===== config.mk =====
export PLATFORM = sky130hd
export DESIGN_NAME = bicubic_frame_ctrl
export DESIGN_NICKNAME = d
export VERILOG_FILES = /design/src/rtl/bicubic_frame_ctrl_pkg.sv /design/src/rtl/bicubic_frame_ctrl.sv
export SDC_FILE = /design/constraint.sdc
export NUM_CORES = 1
export LEC_CHECK = 0
export CAP_MARGIN = 10
export CORE_MARGIN = 2
export CORE_UTILIZATION = 40
export DETAILED_ROUTE_END_ITERATION = 6
export PLACE_DENSITY = 0.82
export SLEW_MARGIN = 20
export SYNTH_ARGS = -nofsm -noshare
export SYNTH_HDL_FRONTEND = slang
export SYNTH_SLANG_ARGS = --single-unit

===== constraint.sdc =====
create_clock -name clk -period 2.2 [get_ports clk]
set_clock_uncertainty 0.1 [all_clocks]
set_input_delay 0.22 -clock clk [delete_from_list [all_inputs] [get_ports clk]]
set_output_delay 0.22 -clock clk [all_outputs]
set_load 0.005 [all_outputs]

===== src/rtl/bicubic_frame_ctrl_pkg.sv =====
// Shared types and sizing helpers for the bicubic frame sequencer.
// Provides the default source geometry and the FSM state encoding.
package bicubic_frame_ctrl_pkg;

  localparam int SRC_IMG_WIDTH  = 4;
  localparam int SRC_IMG_HEIGHT = 2;

  typedef enum logic [2:0] {
    BFC_IDLE   = 3'd0,
    BFC_ACTIVE = 3'd1,
    BFC_HPAD   = 3'd2,
    BFC_VPAD   = 3'd3,
    BFC_DONE   = 3'd4
  } bfc_state_e;

  // Counter width able to hold 0..n-1, never narrower than one bit
  function automatic int cnt_w(input int n);
    return (n > 1) ? $clog2(n) : 1;
  endfunction

endpackage


===== src/rtl/bicubic_frame_ctrl.sv =====
// Frame sequencer: passes source rows through and appends right/bottom padding.
// Optional macro BCCI_EDGE_REPLICATE_EN: right pad repeats the row's last source pixel.
module bicubic_frame_ctrl
  import bicubic_frame_ctrl_pkg::*;
#(
  parameter int             WIDTH     = SRC_IMG_WIDTH,
  parameter int             HEIGHT    = SRC_IMG_HEIGHT,
  parameter int             PAD_COLS  = 3,
  parameter int             PAD_ROWS  = 3,
  parameter int             DW        = 24,
  parameter logic [DW-1:0]  PAD_VALUE = {DW{1'b0}}
) (
  input  logic          clk,
  input  logic          rst_n,
  input  logic          en,
  input  logic          s_valid,
  output logic          s_ready,
  input  logic [DW-1:0] s_data,
  input  logic          s_sof,
  input  logic          s_eol,
  output logic          m_valid,
  input  logic          m_ready,
  output logic [DW-1:0] m_data,
  output logic          busy,
  output logic          frame_done,
  output logic          err_sof,
  output logic          err_eol,
  input  logic          err_clr
);

  localparam int ROW_LEN = WIDTH + PAD_COLS;
  localparam int CW      = cnt_w(ROW_LEN);
  localparam int RW      = cnt_w(HEIGHT + PAD_ROWS);
  localparam int PW      = cnt_w(PAD_COLS + 1);

  bfc_state_e     state_r, state_nx_s;
  logic [CW-1:0]  col_r, col_nx_s;
  logic [RW-1:0]  row_r, row_nx_s;
  logic [PW-1:0]  pad_r, pad_nx_s;
  logic           run_r;
  logic           err_sof_r, err_eol_r;
  logic           err_sof_set_s, err_eol_set_s;
  logic           s_ready_s, m_valid_s;
  logic [DW-1:0]  m_data_s, hpad_px_s;
  logic           col_last_s, pad_last_s;

  assign col_last_s = (col_r == CW'(WIDTH - 1));
  assign pad_last_s = (pad_r == PW'(PAD_COLS - 1));

`ifdef BCCI_EDGE_REPLICATE_EN
  logic [DW-1:0] last_px_r;

  // Remember the most recent accepted source pixel for right-edge replication
  always_ff @(posedge clk or negedge rst_n) begin
    if (!rst_n) begin
      last_px_r <= {DW{1'b0}};
    end else if ((state_r == BFC_ACTIVE) && s_valid && m_ready) begin
      last_px_r <= s_data;
    end else begin
      last_px_r <= last_px_r;
    end
  end

  assign hpad_px_s = last_px_r;
`else
  assign hpad_px_s = PAD_VALUE;
`endif

  // Next-state, counter and handshake decode
  always_comb begin
    state_nx_s    = state_r;
    col_nx_s      = col_r;
    row_nx_s      = row_r;
    pad_nx_s      = pad_r;
    s_ready_s     = 1'b0;
    m_valid_s     = 1'b0;
    m_data_s      = PAD_VALUE;
    err_sof_set_s = 1'b0;
    err_eol_set_s = 1'b0;
    case (state_r)
      BFC_IDLE: begin
        if (en && run_r) begin
          // A start-of-frame pixel is held so ACTIVE can forward it
          s_ready_s = !(s_valid && s_sof);
          if (s_valid && s_sof) begin
            state_nx_s = BFC_ACTIVE;
          end else if (s_valid) begin
            err_sof_set_s = 1'b1;
          end else begin
            state_nx_s = BFC_IDLE;
          end
        end else begin
          state_nx_s = BFC_IDLE;
        end
      end
      BFC_ACTIVE: begin
        m_valid_s = s_valid;
        s_ready_s = m_ready;
        m_data_s  = s_data;
        if (s_valid && m_ready) begin
          if (s_sof && ((col_r != {CW{1'b0}}) || (row_r != {RW{1'b0}}))) begin
            err_sof_set_s = 1'b1;
          end else begin
            err_sof_set_s = 1'b0;
          end
          if (s_eol != col_last_s) begin
            err_eol_set_s = 1'b1;
          end else begin
            err_eol_set_s = 1'b0;
          end
          if (col_last_s) begin
            col_nx_s   = {CW{1'b0}};
            state_nx_s = BFC_HPAD;
          end else begin
            col_nx_s = col_r + CW'(1);
          end
        end else begin
          state_nx_s = BFC_ACTIVE;
        end
      end
      BFC_HPAD: begin
        m_valid_s = 1'b1;
        m_data_s  = hpad_px_s;
        if (m_ready) begin
          if (pad_last_s) begin
            pad_nx_s = {PW{1'b0}};
            if (row_r != RW'(HEIGHT - 1)) begin
              row_nx_s   = row_r + RW'(1);
              state_nx_s = BFC_ACTIVE;
            end else if (PAD_ROWS == 0) begin
              state_nx_s = BFC_DONE;
            end else begin
              row_nx_s   = row_r + RW'(1);
              state_nx_s = BFC_VPAD;
            end
          end else begin
            pad_nx_s = pad_r + PW'(1);
          end
        end else begin
          state_nx_s = BFC_HPAD;
        end
      end
      BFC_VPAD: begin
        m_valid_s = 1'b1;
        m_data_s  = PAD_VALUE;
        if (m_ready) begin
          if (col_r == CW'(ROW_LEN - 1)) begin
            col_nx_s = {CW{1'b0}};
            if (row_r == RW'(HEIGHT + PAD_ROWS - 1)) begin
              state_nx_s = BFC_DONE;
            end else begin
              row_nx_s = row_r + RW'(1);
            end
          end else begin
            col_nx_s = col_r + CW'(1);
          end
        end else begin
          state_nx_s = BFC_VPAD;
        end
      end
      BFC_DONE: begin
        state_nx_s = BFC_IDLE;
        col_nx_s   = {CW{1'b0}};
        row_nx_s   = {RW{1'b0}};
        pad_nx_s   = {PW{1'b0}};
      end
      default: begin
        state_nx_s = BFC_IDLE;
        col_nx_s   = {CW{1'b0}};
        row_nx_s   = {RW{1'b0}};
        pad_nx_s   = {PW{1'b0}};
      end
    endcase
  end

  // State and position counters
  always_ff @(posedge clk or negedge rst_n) begin
    if (!rst_n) begin
      state_r <= BFC_IDLE;
      col_r   <= {CW{1'b0}};
      row_r   <= {RW{1'b0}};
      pad_r   <= {PW{1'b0}};
    end else begin
      state_r <= state_nx_s;
      col_r   <= col_nx_s;
      row_r   <= row_nx_s;
      pad_r   <= pad_nx_s;
    end
  end

  // Keeps s_ready low through reset and the first cycle after release
  always_ff @(posedge clk or negedge rst_n) begin
    if (!rst_n) begin
      run_r <= 1'b0;
    end else begin
      run_r <= 1'b1;
    end
  end

  // Sticky framing errors; a clear beats a same-cycle set
  always_ff @(posedge clk or negedge rst_n) begin
    if (!rst_n) begin
      err_sof_r <= 1'b0;
      err_eol_r <= 1'b0;
    end else if (err_clr) begin
      err_sof_r <= 1'b0;
      err_eol_r <= 1'b0;
    end else begin
      err_sof_r <= err_sof_r | err_sof_set_s;
      err_eol_r <= err_eol_r | err_eol_set_s;
    end
  end

  assign s_ready    = s_ready_s;
  assign m_valid    = m_valid_s;
  assign m_data     = m_data_s;
  assign busy       = (state_r != BFC_IDLE);
  assign frame_done = (state_r == BFC_DONE);
  assign err_sof    = err_sof_r;
  assign err_eol    = err_eol_r;

endmodule


==> results.md <==
- Setup crit start kind: flip-flop
- Mapped Area: 0.001242 mm2
- Mapped Cells: 139
- H-Tree Depth: 1
- Die Area: 0.003568 mm2
- Maxcap violations: 0
- Slowest CP cell: clkdlybuf4s50_1
- Pwr dens: slightly above 900 mW/mm2
- Tcrit/Tclk final: a little over nine tenths
- Pre-CTS WS: around 0.16 ns
- CP Buf/Inv Count: 2
- FF-to-FF path depth: 6
- Residual DRC: 0
- IO Count: 62
- Row cnt: 20
- Reg2Reg Launch Point: col_r[0]
- Num CTS Buffers: 3
- Final setup TNS: 0 ns
- Vias in the first global route: 1,181
- Final Wtd Congestion: between 0.8 and 0.9
- Multi-input gate area in the final layout: about 810 um2
- Core area: 0.003003 mm2
- FF-to-FF End: state_r[0]
- Clock-pin slew on the worst setup and hold paths: 0.10 ns
- CP Max Fanout: 27
- Post-route antenna net violation count: 0
- HPWL Detailed: 2911 um
- Hold WC Path Type: primary input to async pin
- Port Buf Inserts: just over 60
- Chip width: 59.73 um
- GRT Residual Overflow: 0
- CP endpoint: m_data[14]
- Post-route minimum period: 2.112 ns
- Worst Path Required: 1.88 ns
- Router iterations before antenna repair: 4
- Fin nets: between 200 and 250
- Final Max Tran Viols: 0
- Max-slew headroom: 55.00%
- Chip height: 59.73 um
- Cell depth of the worst setup path: 4
- Tot GR Track Use: between 20% and 30%
- DRT Wirelength: 3546 um
- Initial antenna violation count: 0
- Slew @ Worst Pin: between 0.6 and 0.7 ns
- Worst Setup SP: state_r[2]
- Max clock buf depth: 2
- Reg2Reg Setup Slack: 0.12 ns
- Filler cells: 254
- Delay-heaviest family, CP: buffers and inverters
- Reg area: around 350 um2
- Clock latency on the worst-skew pair: 0.29 ns
- DR iter-0 viols: 32
- RSZ-0062 raised after global routing: no
- Async SR Flop Fraction: 100.0%
- Syn Nets: 180
- CP peak stage delay: 0.50 ns
- Post-synth cell types: 47
- First-pass GRT wire length: 5499 um
- Seq/Total Area, Yosys: 28.20%
- Worst-path cell chain: nor3b_4 > buf_6 > and2_1 > clkdlybuf4s50_1
- FMAX: ~0.47 GHz
- Status: completed
- WP data arrival: 1.79 ns
- Total number of yosys warnings: 0
- N_diodes: 0
- Routed WL per cell: 15.15 um
- Max VDD drop: 0.4888 mV
- Initial Util: 41.38%
- P_leak: about 0.84 nW
- TritonCTS clock tree: done
- Post-synthesis average cell area: 8.938 um2
- Final setup viols: 0
- Pin count of the biggest net entering global routing: 28
- Post-synth top flop: dfrtp_1
- Crit Path Category: flip-flop to primary output
- CP endpoint kind: primary output
- Via count: about 1.2k
- Via density: approximately 5.3
- Final Hold Viols: 0
- EDFF count, synth: 0
- Layout area overhead: 56.09%
- Synth Register Bits: 14
- Clk root buf: clkbuf_4
- Share of cells above drive strength 1: 11.94%
- Clock Sinks: 14
- Setup bufs post-CTS: 0
- Setup WS post-layout: slightly below 0.09 ns
==> power breakdown <==
group / switching [mW] / internal (mW)
clock: 0.0963 / 0.101
combinational: 0.501 / 0.630
sequential: 0.108 / 0.345
==> cells in the mapped netlist (2+ instances only) <==
library cell,number,share of area [%]
inv_1,9,2.7
o21ai_0,2,0.81
a211oi_1,2,1.2
ha_1,9,9.1
buf_2,2,0.81
nand3_1,2,0.81
buf_6,2,1.8
o22ai_1,2,1.0
nor2_1,6,1.8
and2_1,25,13
buf_4,3,1.8
a41oi_1,3,2.1
or3b_1,2,1.4
nand2_1,5,1.5
nand2b_1,2,1.0
clkbuf_1,2,0.60
nand4_1,2,1.0
nor3_1,2,0.81
a21oi_1,11,4.4
nor2b_1,3,1.5
o31ai_1,2,1.2
dfrtp_1,14,28
and3_1,2,1.0
a31oi_1,2,1.0
==> registers in the layout, summed over array words and instances (netlist names) <==
signal   cells
col_r        3
err_eol      1
err_sof      1
pad_r        2
row_r        3
run_r        1
state_r      3
==> layout by cell type (no fill, tap or decap), types with 2 or more instances in the layout <==
master | synthesis | final
nor2_1 | 6 | 6
nor2b_1 | 3 | 3
and2_1 | 25 | 25
dfrtp_2 | 0 | 2
clkdlybuf4s50_1 | 0 | 59
o22ai_1 | 2 | 2
or3b_1 | 2 | 2
nand2_1 | 5 | 5
clkbuf_4 | 0 | 3
nand4_1 | 2 | 2
a211oi_1 | 2 | 2
nor3_1 | 2 | 2
and3_1 | 2 | 2
nand2b_1 | 2 | 2
a21oi_1 | 11 | 10
a31oi_1 | 2 | 2
dlymetal6s2s_1 | 0 | 2
o21ai_0 | 2 | 2
buf_4 | 3 | 5
inv_1 | 9 | 9
o31ai_1 | 2 | 2
a41oi_1 | 3 | 3
ha_1 | 9 | 9
dfrtp_1 | 14 | 12
==> how the worst min path moves through the flow <==
stage | startpoint | endpoint | slack (ns) | cells past startpoint
2_1_floorplan | rst_n | col_r[0] | -0.18 | 0
3_3_place_gp | err_eol | err_eol | 0.39 | 2
3_5_place_dp | err_eol | err_eol | 0.41 | 2
4_1_cts | rst_n | row_r[2] | 0.24 | 1
5_1_grt | rst_n | col_r[1] | 0.25 | 1
6_report | rst_n | row_r[2] | 0.23 | 1
==> stage by stage <==
step	cell area (um2)	power [mW]	hold WS, ns	std cells	util (%)
after floorplan	1242	1.092	-0.1756	139	-
after global placement	1877	1.510	0.3891	230	62.50
after detailed placement	1877	1.567	0.4100	230	62.50
after CTS	1913	1.766	0.2429	234	63.71
after global routing	1939	1.935	0.2513	234	64.58
final	1939	1.781	0.2282	234	64.58
==> logic make-up (layout without fill, tap and decap cells) <==
group | Yosys count | count (layout) | share of synthesized area [%]
other cells | 1 | 1 | 0.3018
compound gates | 31 | 31 | 18.53
mux | 2 | 2 | 2.014
xor+xnor | 1 | 1 | 0.7051
simple gates | 63 | 63 | 33.44
buf+inv | 18 | 80 | 7.754
fa+ha+maj | 9 | 9 | 9.064
flops | 14 | 14 | 28.20
==> layer usage <==
layer | routed length (um) | global-route usage (%)
met4 | 34 | 6.032
met2 | 1887 | 41.46
met5 | 0 | 0
met1 | 1290 | 20.38
met3 | 332 | 4.978
==> repair_timing <==
item                       in CTS  in global routing
hold buffers                    0                  0
setup endpoints to repair       0                 25
gates resized for setup         0                  8
==> layout make-up <==
class,instances,share of cell area [%]
Clock buffer,4,1.871
Inverter,9,1.742
Sequential cell,14,18.19
Timing Repair Buffer,67,34.26
Tap cell,33,2.129
Multi-Input combinational cell,107,41.81
Power figures use the tool's default switching activity.
